File: config.mk
export PLATFORM = sky130hd
export DESIGN_NAME = rf_wb_ctrl_flat
export DESIGN_NICKNAME = d
export VERILOG_FILES = /design/src/rtl/rf_wb_ctrl_if.sv /design/src/rtl/rf_wb_ctrl.sv /design/src/flat_wrapper.sv
export SDC_FILE = /design/constraint.sdc
export NUM_CORES = 1
export LEC_CHECK = 0
export BUFFER_PORTS_ARGS = -buffer_cell sky130_fd_sc_hd__buf_2
export CAP_MARGIN = 30
export CORE_MARGIN = 3
export CORE_UTILIZATION = 30
export CTS_BUF_LIST = sky130_fd_sc_hd__clkbuf_4
export CTS_CLUSTER_SIZE = 25
export DETAILED_ROUTE_END_ITERATION = 7
export GPL_TIMING_DRIVEN = 0
export HOLD_SLACK_MARGIN = 0.06
export PLACE_DENSITY = 0.64
export RECOVER_POWER = 25
export SLEW_MARGIN = 20
export SYNTH_ARGS = -nofsm -noshare
export SYNTH_HDL_FRONTEND = slang
export SYNTH_SLANG_ARGS = --single-unit
File: constraint.sdc
create_clock -name core_clk -period 3.1 [get_ports core_clk]
set_clock_uncertainty 0.2 [all_clocks]
set_input_delay 0.465 -clock core_clk [delete_from_list [all_inputs] [get_ports core_clk]]
set_output_delay 0.465 -clock core_clk [all_outputs]
set_load 0.01 [all_outputs]
File: src/rtl/rf_wb_ctrl_if.sv
// Write-back bus: EXU and LSU result sources, regfile write port and forwarding view.
// The write-back controller uses the slave modport; result sources use master.
interface rf_wb_ctrl_if #(
  parameter int unsigned XLEN = 64
);
  logic            exu_wb_valid;
  logic            exu_wb_ready;
  logic [4:0]      exu_wb_rd;
  logic [XLEN-1:0] exu_wb_data;

  logic            lsu_wb_valid;
  logic            lsu_wb_ready;
  logic [4:0]      lsu_wb_rd;
  logic [XLEN-1:0] lsu_wb_data;
  logic [1:0]      lsu_wb_size;
  logic            lsu_wb_unsigned;

  logic            rf_wen;
  logic [4:0]      rf_waddr;
  logic [XLEN-1:0] rf_wdata;

  logic            fwd_valid;
  logic [4:0]      fwd_rd;
  logic [XLEN-1:0] fwd_data;

  modport master (
    output exu_wb_valid, exu_wb_rd, exu_wb_data,
    output lsu_wb_valid, lsu_wb_rd, lsu_wb_data, lsu_wb_size, lsu_wb_unsigned,
    input  exu_wb_ready, lsu_wb_ready,
    input  rf_wen, rf_waddr, rf_wdata,
    input  fwd_valid, fwd_rd, fwd_data
  );

  modport slave (
    input  exu_wb_valid, exu_wb_rd, exu_wb_data,
    input  lsu_wb_valid, lsu_wb_rd, lsu_wb_data, lsu_wb_size, lsu_wb_unsigned,
    output exu_wb_ready, lsu_wb_ready,
    output rf_wen, rf_waddr, rf_wdata,
    output fwd_valid, fwd_rd, fwd_data
  );
endinterface

File: src/rtl/rf_wb_ctrl.sv
// Regfile write-back controller: arbitrates EXU results against LSU load returns,
// extends load data and registers one regfile write per cycle.
module rf_wb_ctrl #(
  parameter int unsigned XLEN     = 64,
  parameter int unsigned MAX_WAIT = 4
) (
  input  logic         core_clk,
  input  logic         core_rst_n,
  rf_wb_ctrl_if.slave  bus
);

  typedef enum logic {StNormal, StBoost} state_e;

  state_e          state_q;
  logic [3:0]      wait_cnt_q;

  logic            rf_wen_q, rf_wen_d;
  logic [4:0]      waddr_q, waddr_d;
  logic [XLEN-1:0] wdata_q, wdata_d;

  logic            exu_ready, lsu_ready;
  logic            exu_hs, lsu_hs;
  logic            load_sgn;
  logic [XLEN-1:0] load_ext;

  // Readies are gated by reset so neither source can handshake while held in reset.
  always_comb begin
    exu_ready = 1'b0;
    lsu_ready = 1'b0;
    if (core_rst_n) begin
      if (state_q == StBoost) begin
        exu_ready = bus.exu_wb_valid;
        lsu_ready = bus.lsu_wb_valid & ~bus.exu_wb_valid;
      end else begin
        lsu_ready = bus.lsu_wb_valid;
        exu_ready = bus.exu_wb_valid & ~bus.lsu_wb_valid;
      end
    end
  end

  assign exu_hs = bus.exu_wb_valid & exu_ready;
  assign lsu_hs = bus.lsu_wb_valid & lsu_ready;

  assign bus.exu_wb_ready = exu_ready;
  assign bus.lsu_wb_ready = lsu_ready;

  assign load_sgn = ~bus.lsu_wb_unsigned;

  always_comb begin
    case (bus.lsu_wb_size)
      2'b00:   load_ext = {{(XLEN-8){load_sgn & bus.lsu_wb_data[7]}},   bus.lsu_wb_data[7:0]};
      2'b01:   load_ext = {{(XLEN-16){load_sgn & bus.lsu_wb_data[15]}}, bus.lsu_wb_data[15:0]};
      2'b10:   load_ext = {{(XLEN-32){load_sgn & bus.lsu_wb_data[31]}}, bus.lsu_wb_data[31:0]};
      default: load_ext = bus.lsu_wb_data;
    endcase
  end

  // x0 writes still consume the handshake and update the address/data view, but never strobe.
  always_comb begin
    rf_wen_d = 1'b0;
    waddr_d  = waddr_q;
    wdata_d  = wdata_q;
    if (exu_hs) begin
      rf_wen_d = (bus.exu_wb_rd != 5'd0);
      waddr_d  = bus.exu_wb_rd;
      wdata_d  = bus.exu_wb_data;
    end else if (lsu_hs) begin
      rf_wen_d = (bus.lsu_wb_rd != 5'd0);
      waddr_d  = bus.lsu_wb_rd;
      wdata_d  = load_ext;
    end
  end

  always_ff @(posedge core_clk or negedge core_rst_n) begin
    if (!core_rst_n) begin
      rf_wen_q <= 1'b0;
      waddr_q  <= '0;
      wdata_q  <= '0;
    end else begin
      rf_wen_q <= rf_wen_d;
      waddr_q  <= waddr_d;
      wdata_q  <= wdata_d;
    end
  end

  // Starvation guard: after MAX_WAIT consecutive denials EXU gets priority for one win.
  always_ff @(posedge core_clk or negedge core_rst_n) begin
    if (!core_rst_n) begin
      state_q    <= StNormal;
      wait_cnt_q <= '0;
    end else begin
      unique case (state_q)
        StNormal: begin
          if (bus.exu_wb_valid && !exu_ready) begin
            if (wait_cnt_q >= 4'(MAX_WAIT - 1)) begin
              state_q <= StBoost;
            end
            wait_cnt_q <= wait_cnt_q + 4'd1;
          end else begin
            wait_cnt_q <= '0;
          end
        end
        StBoost: begin
          if (!bus.exu_wb_valid || exu_ready) begin
            state_q    <= StNormal;
            wait_cnt_q <= '0;
          end
        end
      endcase
    end
  end

  assign bus.rf_wen    = rf_wen_q;
  assign bus.rf_waddr  = waddr_q;
  assign bus.rf_wdata  = wdata_q;
  assign bus.fwd_valid = rf_wen_q & (waddr_q != 5'd0);
  assign bus.fwd_rd    = waddr_q;
  assign bus.fwd_data  = wdata_q;

  a_one_winner: assert property (@(posedge core_clk) disable iff (!core_rst_n)
    !(exu_hs && lsu_hs));

  a_boost_serves_exu: assert property (@(posedge core_clk) disable iff (!core_rst_n)
    (state_q == StBoost && bus.exu_wb_valid) |-> exu_ready);

endmodule

File: src/flat_wrapper.sv
// flat-port wrapper written by rule: the top's interface ports become plain ports
module rf_wb_ctrl_flat 
#(
  parameter int unsigned XLEN     = 64,
  parameter int unsigned MAX_WAIT = 4
)
  (core_clk, core_rst_n, bus_exu_wb_valid, bus_exu_wb_rd, bus_exu_wb_data, bus_lsu_wb_valid, bus_lsu_wb_rd, bus_lsu_wb_data, bus_lsu_wb_size, bus_lsu_wb_unsigned, bus_exu_wb_ready, bus_lsu_wb_ready, bus_rf_wen, bus_rf_waddr, bus_rf_wdata, bus_fwd_valid, bus_fwd_rd, bus_fwd_data);
  rf_wb_ctrl_if #(.XLEN(XLEN)) bus_i ();
  input  logic core_clk;
  input  logic core_rst_n;
  input wire logic [$bits(bus_i.exu_wb_valid)-1:0] bus_exu_wb_valid;
  input wire logic [$bits(bus_i.exu_wb_rd)-1:0] bus_exu_wb_rd;
  input wire logic [$bits(bus_i.exu_wb_data)-1:0] bus_exu_wb_data;
  input wire logic [$bits(bus_i.lsu_wb_valid)-1:0] bus_lsu_wb_valid;
  input wire logic [$bits(bus_i.lsu_wb_rd)-1:0] bus_lsu_wb_rd;
  input wire logic [$bits(bus_i.lsu_wb_data)-1:0] bus_lsu_wb_data;
  input wire logic [$bits(bus_i.lsu_wb_size)-1:0] bus_lsu_wb_size;
  input wire logic [$bits(bus_i.lsu_wb_unsigned)-1:0] bus_lsu_wb_unsigned;
  output wire logic [$bits(bus_i.exu_wb_ready)-1:0] bus_exu_wb_ready;
  output wire logic [$bits(bus_i.lsu_wb_ready)-1:0] bus_lsu_wb_ready;
  output wire logic [$bits(bus_i.rf_wen)-1:0] bus_rf_wen;
  output wire logic [$bits(bus_i.rf_waddr)-1:0] bus_rf_waddr;
  output wire logic [$bits(bus_i.rf_wdata)-1:0] bus_rf_wdata;
  output wire logic [$bits(bus_i.fwd_valid)-1:0] bus_fwd_valid;
  output wire logic [$bits(bus_i.fwd_rd)-1:0] bus_fwd_rd;
  output wire logic [$bits(bus_i.fwd_data)-1:0] bus_fwd_data;
  assign bus_i.exu_wb_valid = bus_exu_wb_valid;
  assign bus_i.exu_wb_rd = bus_exu_wb_rd;
  assign bus_i.exu_wb_data = bus_exu_wb_data;
  assign bus_i.lsu_wb_valid = bus_lsu_wb_valid;
  assign bus_i.lsu_wb_rd = bus_lsu_wb_rd;
  assign bus_i.lsu_wb_data = bus_lsu_wb_data;
  assign bus_i.lsu_wb_size = bus_lsu_wb_size;
  assign bus_i.lsu_wb_unsigned = bus_lsu_wb_unsigned;
  assign bus_exu_wb_ready = bus_i.exu_wb_ready;
  assign bus_lsu_wb_ready = bus_i.lsu_wb_ready;
  assign bus_rf_wen = bus_i.rf_wen;
  assign bus_rf_waddr = bus_i.rf_waddr;
  assign bus_rf_wdata = bus_i.rf_wdata;
  assign bus_fwd_valid = bus_i.fwd_valid;
  assign bus_fwd_rd = bus_i.fwd_rd;
  assign bus_fwd_data = bus_i.fwd_data;
  rf_wb_ctrl #(.XLEN(XLEN), .MAX_WAIT(MAX_WAIT)) u_core (.core_clk(core_clk), .core_rst_n(core_rst_n), .bus(bus_i));
endmodule
### Yosys cells after proc, flatten, opt, wreduce, memory -nomap -nowiden

Index checks and enable logic that the tools add are counted.

* add/subtract/negate cells: 1
* $lt $le $gt $ge: 1
* equal/unequal tests: 3
* mux-type cells: 18
* bitwise operators: 12
* reduce and logical (&&, ||, !) cells: 9

Operators with widths (number)
* $pmux 64 s3: 1
* $mux 64: 2
* $reduce_bool 5->1: 3
* $mux 5: 2
* $mux 1: 9
* $and 1x1->1: 8
* $mux 4: 2
* $pmux 4 s2: 1
* $add 4x1->4 const B: 1
* $ge 4x2->1 const B: 1
* $not 1->1: 4
* $eq 2x1->1 const B: 1
* $eq 2x2->1 const B: 1
* $logic_not 1->1: 2
* $logic_not 2->1: 1
* $ne 2x2->1 const B: 1
* $pmux 1 s2: 1
* $reduce_bool 2->1: 1
* $logic_and 1x1->1: 1
* $logic_or 1x1->1: 1

* register bits: 75
* input port bits: 145
* output and inout port bits: 142
* logic and storage cells: 49

### Depth between registers and ports, before layout

* depth in word-level cells: 8
* mapped depth: 8
* mapped depth without buffers: 5

### Worst setup path before layout

Ideal clock, no wire load.

* path type: input to output
* start: input bus_lsu_wb_valid
* end: output bus_exu_wb_ready
* arrival: 1.187 ns
* required time: 2.435 ns
* slack: 1.248 ns
* stages: 5
* buffers on the path: 2
* cells stage by stage: nor2b_1 > or2_1 > buf_2 > inv_2 > buf_4

* cells in the longest elaborated chain, start to end: 4

RTL lines
* start: declaration: line flat_wrapper.sv:14 `input wire logic [$bits(bus_i.lsu_wb_valid)-1:0] bus_lsu_wb_valid;`
* $not 1->1: line rf_wb_ctrl.sv:36 `exu_ready = bus.exu_wb_valid & ~bus.lsu_wb_valid;`
* $and 1x1->1: line rf_wb_ctrl.sv:36
* $mux 1: line rf_wb_ctrl.sv:31 `if (state_q == StBoost) begin`
* $mux 1: line rf_wb_ctrl.sv:30 `if (core_rst_n) begin`
* end: declaration: line flat_wrapper.sv:19 `output wire logic [$bits(bus_i.exu_wb_ready)-1:0] bus_exu_wb_ready;`

Every way passes these cells.

### Final worst setup path

* start: input core_rst_n
* end: output bus_exu_wb_ready

* cells in the longest elaborated chain, start to end: 1

RTL lines
* start: declaration: line flat_wrapper.sv:10 `input logic core_rst_n;`
* $mux 1: line rf_wb_ctrl.sv:30

Every way passes these cells.

==> out/summary.txt <==
Status = finished, violations left
Violated checks = max-capacitance violations, max-slew violations
Total core area = 13400 um^2
CP Capture Type = output port
Crit Path Max Fanout = 22
CTS tree = yes
Crit path cell chain = dlygate4sd3_1 -> buf_4 -> buf_16 -> nand2_1 -> or2_1 -> buf_2 -> inv_2 -> buf_4 -> buf_2
Clock transition at path regs = 0.13 ns
Routed via count = 4685
CP max stage delay = 0.52 ns
Clock root buffer = clkbuf_4
Register area share after synthesis = 45.0%
Final hold vios = 0
Clock H-tree levels = 3
Pin count of the biggest net entering global routing = 44
Top Ports = 287
Tightest Hold Check Type = in2reg
Async S/R FF share, synth = 100%
Ant. Diodes = 0
Power per cell area = 459 nW/um^2
# rows = 42
Worst flop-to-flop path startpoint = u_core.state_q
VDD IR-drop max = 0.212 mV
GRT busiest layer = met2
Fin util = 48.9%
Number of synthesized flops with an enable pin = 0
DRC = 0
Post-CTS sizing = 0
Syn Inst Count = 467
Net Sw Frac = 32.7%
Terminus of the critical flop-to-flop path = u_core.bus.rf_wen
Syn_nets = 613
Clock sink count = 75
Layout cell share with drive strength beyond 1 = 48.5%
Hpwl dp = 11600 um
R2R depth = 9
Final Critical Period = 2.91 ns
Layout net count = 967
Clock network latency to the later pin of the worst-skew pair = 0.41 ns
Data required, critical path = 2.43 ns
Netlist cell types = 38
Worst Path Arrival = 2.24 ns
Clock Path Buffers = 2
Synthesized cell area = 4170 um^2
Chip height = 124 um
Initial antenna violation count = 0
CTS Buf Count = 9
Worst Tran Pin Value = 1.94 ns
Fmax = 344 MHz
Hold Crit Start = bus_lsu_wb_data[7]
Startpoint Class = primary input
Reg-to-reg setup timing slack = 0.73 ns
Critical path's top delay family = buffers and inverters
DR vias/cell = 4.68
Biggest area consumer among synthesized cells = dfrtp_1
Synth Flop Type = dfrtp_1
Number of setup violations in the final report = 0
Tot GR Track Use = 18.6%
Synth top area cells = dfrtp_1 (45%), buf_4 (13%), nand2_1 (8.8%)
GP Congestion = 0.759
Clock share of power = 22.8%
Int Pwr = 0.00203 W
Synth warn = 0
Most common cell in the netlist = nand2_1
Slew headroom = -29.1%
DRT Pass-1 Iters = 4
Net Sw Power = 0.000985 W
1st-iter DRT viols = 188
Synth top cells by count = nand2_1 (98), dfrtp_1 (75), buf_4 (70), o22ai_1 (32), a21oi_1 (29)
Seq pwr share = 41.1%
M3 GR Usage = 5.22%
Crit Path Class = in2out
Final ANT Viol Nets = 0
#FFs+latches synth = 75
Hold Crit Depth = 3
First-pass GRT wire length = 22200 um
Die Wd = 124 um
Met1 Usage GRT = 22.0%
Storage cell area = 1880 um^2
Leakage dissipation = 3.46 nW
Share of the synthesized area in the top cell type = 45.0%
WHS Endpoint = u_core.bus.fwd_data[7]
Effective utilization at floorplan = 31.1%
CP bufs+invs = 7
Vias in the first global route = 4461
Multi-input logic area = 1560 um^2
Share of total power in combinational logic = 36.1%
Fin Hold WS = 0.110 ns
Die area = 15400 um^2
GR Util met2 = 32.8%
Final wirelength = 15300 um
P&R area growth vs syn = 57.2%
Final period utilization = 93.8%
Post-Syn Area per Cell = 8.93 um^2
Max-Cap Viols = 1
RSZ-0062 raised after global routing = no
Port Buffers = 286
Fillers = 1311
Final Max Tran Viols = 36
CP max stage cell = dlygate4sd3_1
Grt ovf = 0
WL per Instance = 15.3 um
==> cell usage in the layout (no fill, tap or decap), drive strengths merged, types with 3 or more instances in the layout <==
cell type / instances
buf: 381
nand2: 98
dfrtp: 75
dlygate4sd3: 54
o22ai: 32
a21oi: 32
o21ai: 28
clkbuf: 22
nor2: 20
a221oi: 16
a21o: 16
a31oi: 12
and3: 8
clkinv: 4
or4: 3
inv: 3
==> through the flow <==
step | TNS [ns] | total power, W | worst slack (ns) | std cells | cell area [um^2]
after CTS | 0 | 0.00306 | 0.0522 | 1001 | 6570
after global placement | -41.87 | 0.00228 | -0.794 | 929 | 5820
after global routing | 0 | 0.00321 | 0.0353 | 1002 | 6560
final | 0 | 0.00301 | 0.194 | 1002 | 6560
after floorplan | 0 | 0.00181 | 1.25 | 467 | 4170
after detailed placement | 0 | 0.00230 | 0.00942 | 930 | 5850
==> state kept, by name, indices dropped and copies added, names as in the netlist <==
name and count:
u_core.bus.fwd_rd 5, u_core.wait_cnt_q 4, u_core.state_q 1, u_core.bus.fwd_data 64, u_core.bus.rf_wen 1
==> final cells by class <==
type | count | area share, %
repair buffers | 343 | 30.6
flip-flops and latches | 75 | 28.6
multi-input cells | 285 | 23.9
plain buffers | 104 | 11.0
well taps | 176 | 3.36
clock inverters | 6 | 1.22
clock buffers | 10 | 1.15
inverters | 3 | 0.172
==> worst max-delay path by stage <==
stage	startpoint	slack, ns	cells after the start	end
final	core_rst_n	0.19	9	bus_exu_wb_ready
after global routing	core_rst_n	0.04	9	bus_exu_wb_ready
after CTS	core_rst_n	0.05	9	bus_exu_wb_ready
after global placement	core_rst_n	-0.79	7	u_core.bus.fwd_data[3]
after detailed placement	core_rst_n	0.009	8	u_core.bus.fwd_data[5]
after floorplan	bus_lsu_wb_valid	1.25	5	bus_exu_wb_ready
==> worst register-to-register path: stages (launching register included) <==
cell           delay, ns
dfrtp_1             0.39
buf_6               0.13
nor2b_1             0.19
or2_1               0.13
buf_2               0.19
inv_2               0.09
buf_4               0.18
o21ai_0             0.09
nand2_1             0.08
dlygate4sd3_1       0.57
==> metal layers <==
metal	up-vias	share of wire, %
met4	0	1.5
met2	228	49
met3	21	9.3
li1	2277	-
met5	-	0
met1	2159	40
==> logic make-up (layout without fill, tap and decap cells) <==
family          after synthesis  after routing  synth area share [%]
compound gates              140            140                  21.5
xor+xnor                      3              3                 0.630
fa+ha+maj                     1              1                 0.300
buf+inv                     107            466                  17.5
flops                        75             75                  45.0
mux                           2              2                 0.480
simple gates                139            139                  14.6
==> power by group through the flow <==
stage / Combinational, W / Sequential, W / Clock [W]
floorplan: 0.000515 / 0.00130 / 0
global placement: 0.00102 / 0.00126 / 0
detailed placement: 0.00104 / 0.00126 / 0
CTS: 0.00110 / 0.00124 / 0.000717
global route: 0.00120 / 0.00126 / 0.000752
finish: 0.00109 / 0.00124 / 0.000685
==> repair_timing <==
item | CTS | global route
setup buffers | 0 | 0
endpoints found under the setup margin | 0 | 1
endpoints found under the hold margin | 78 | 0
hold buffers | 55 | 0
No activity file was read; power rests on OpenSTA's default activity.
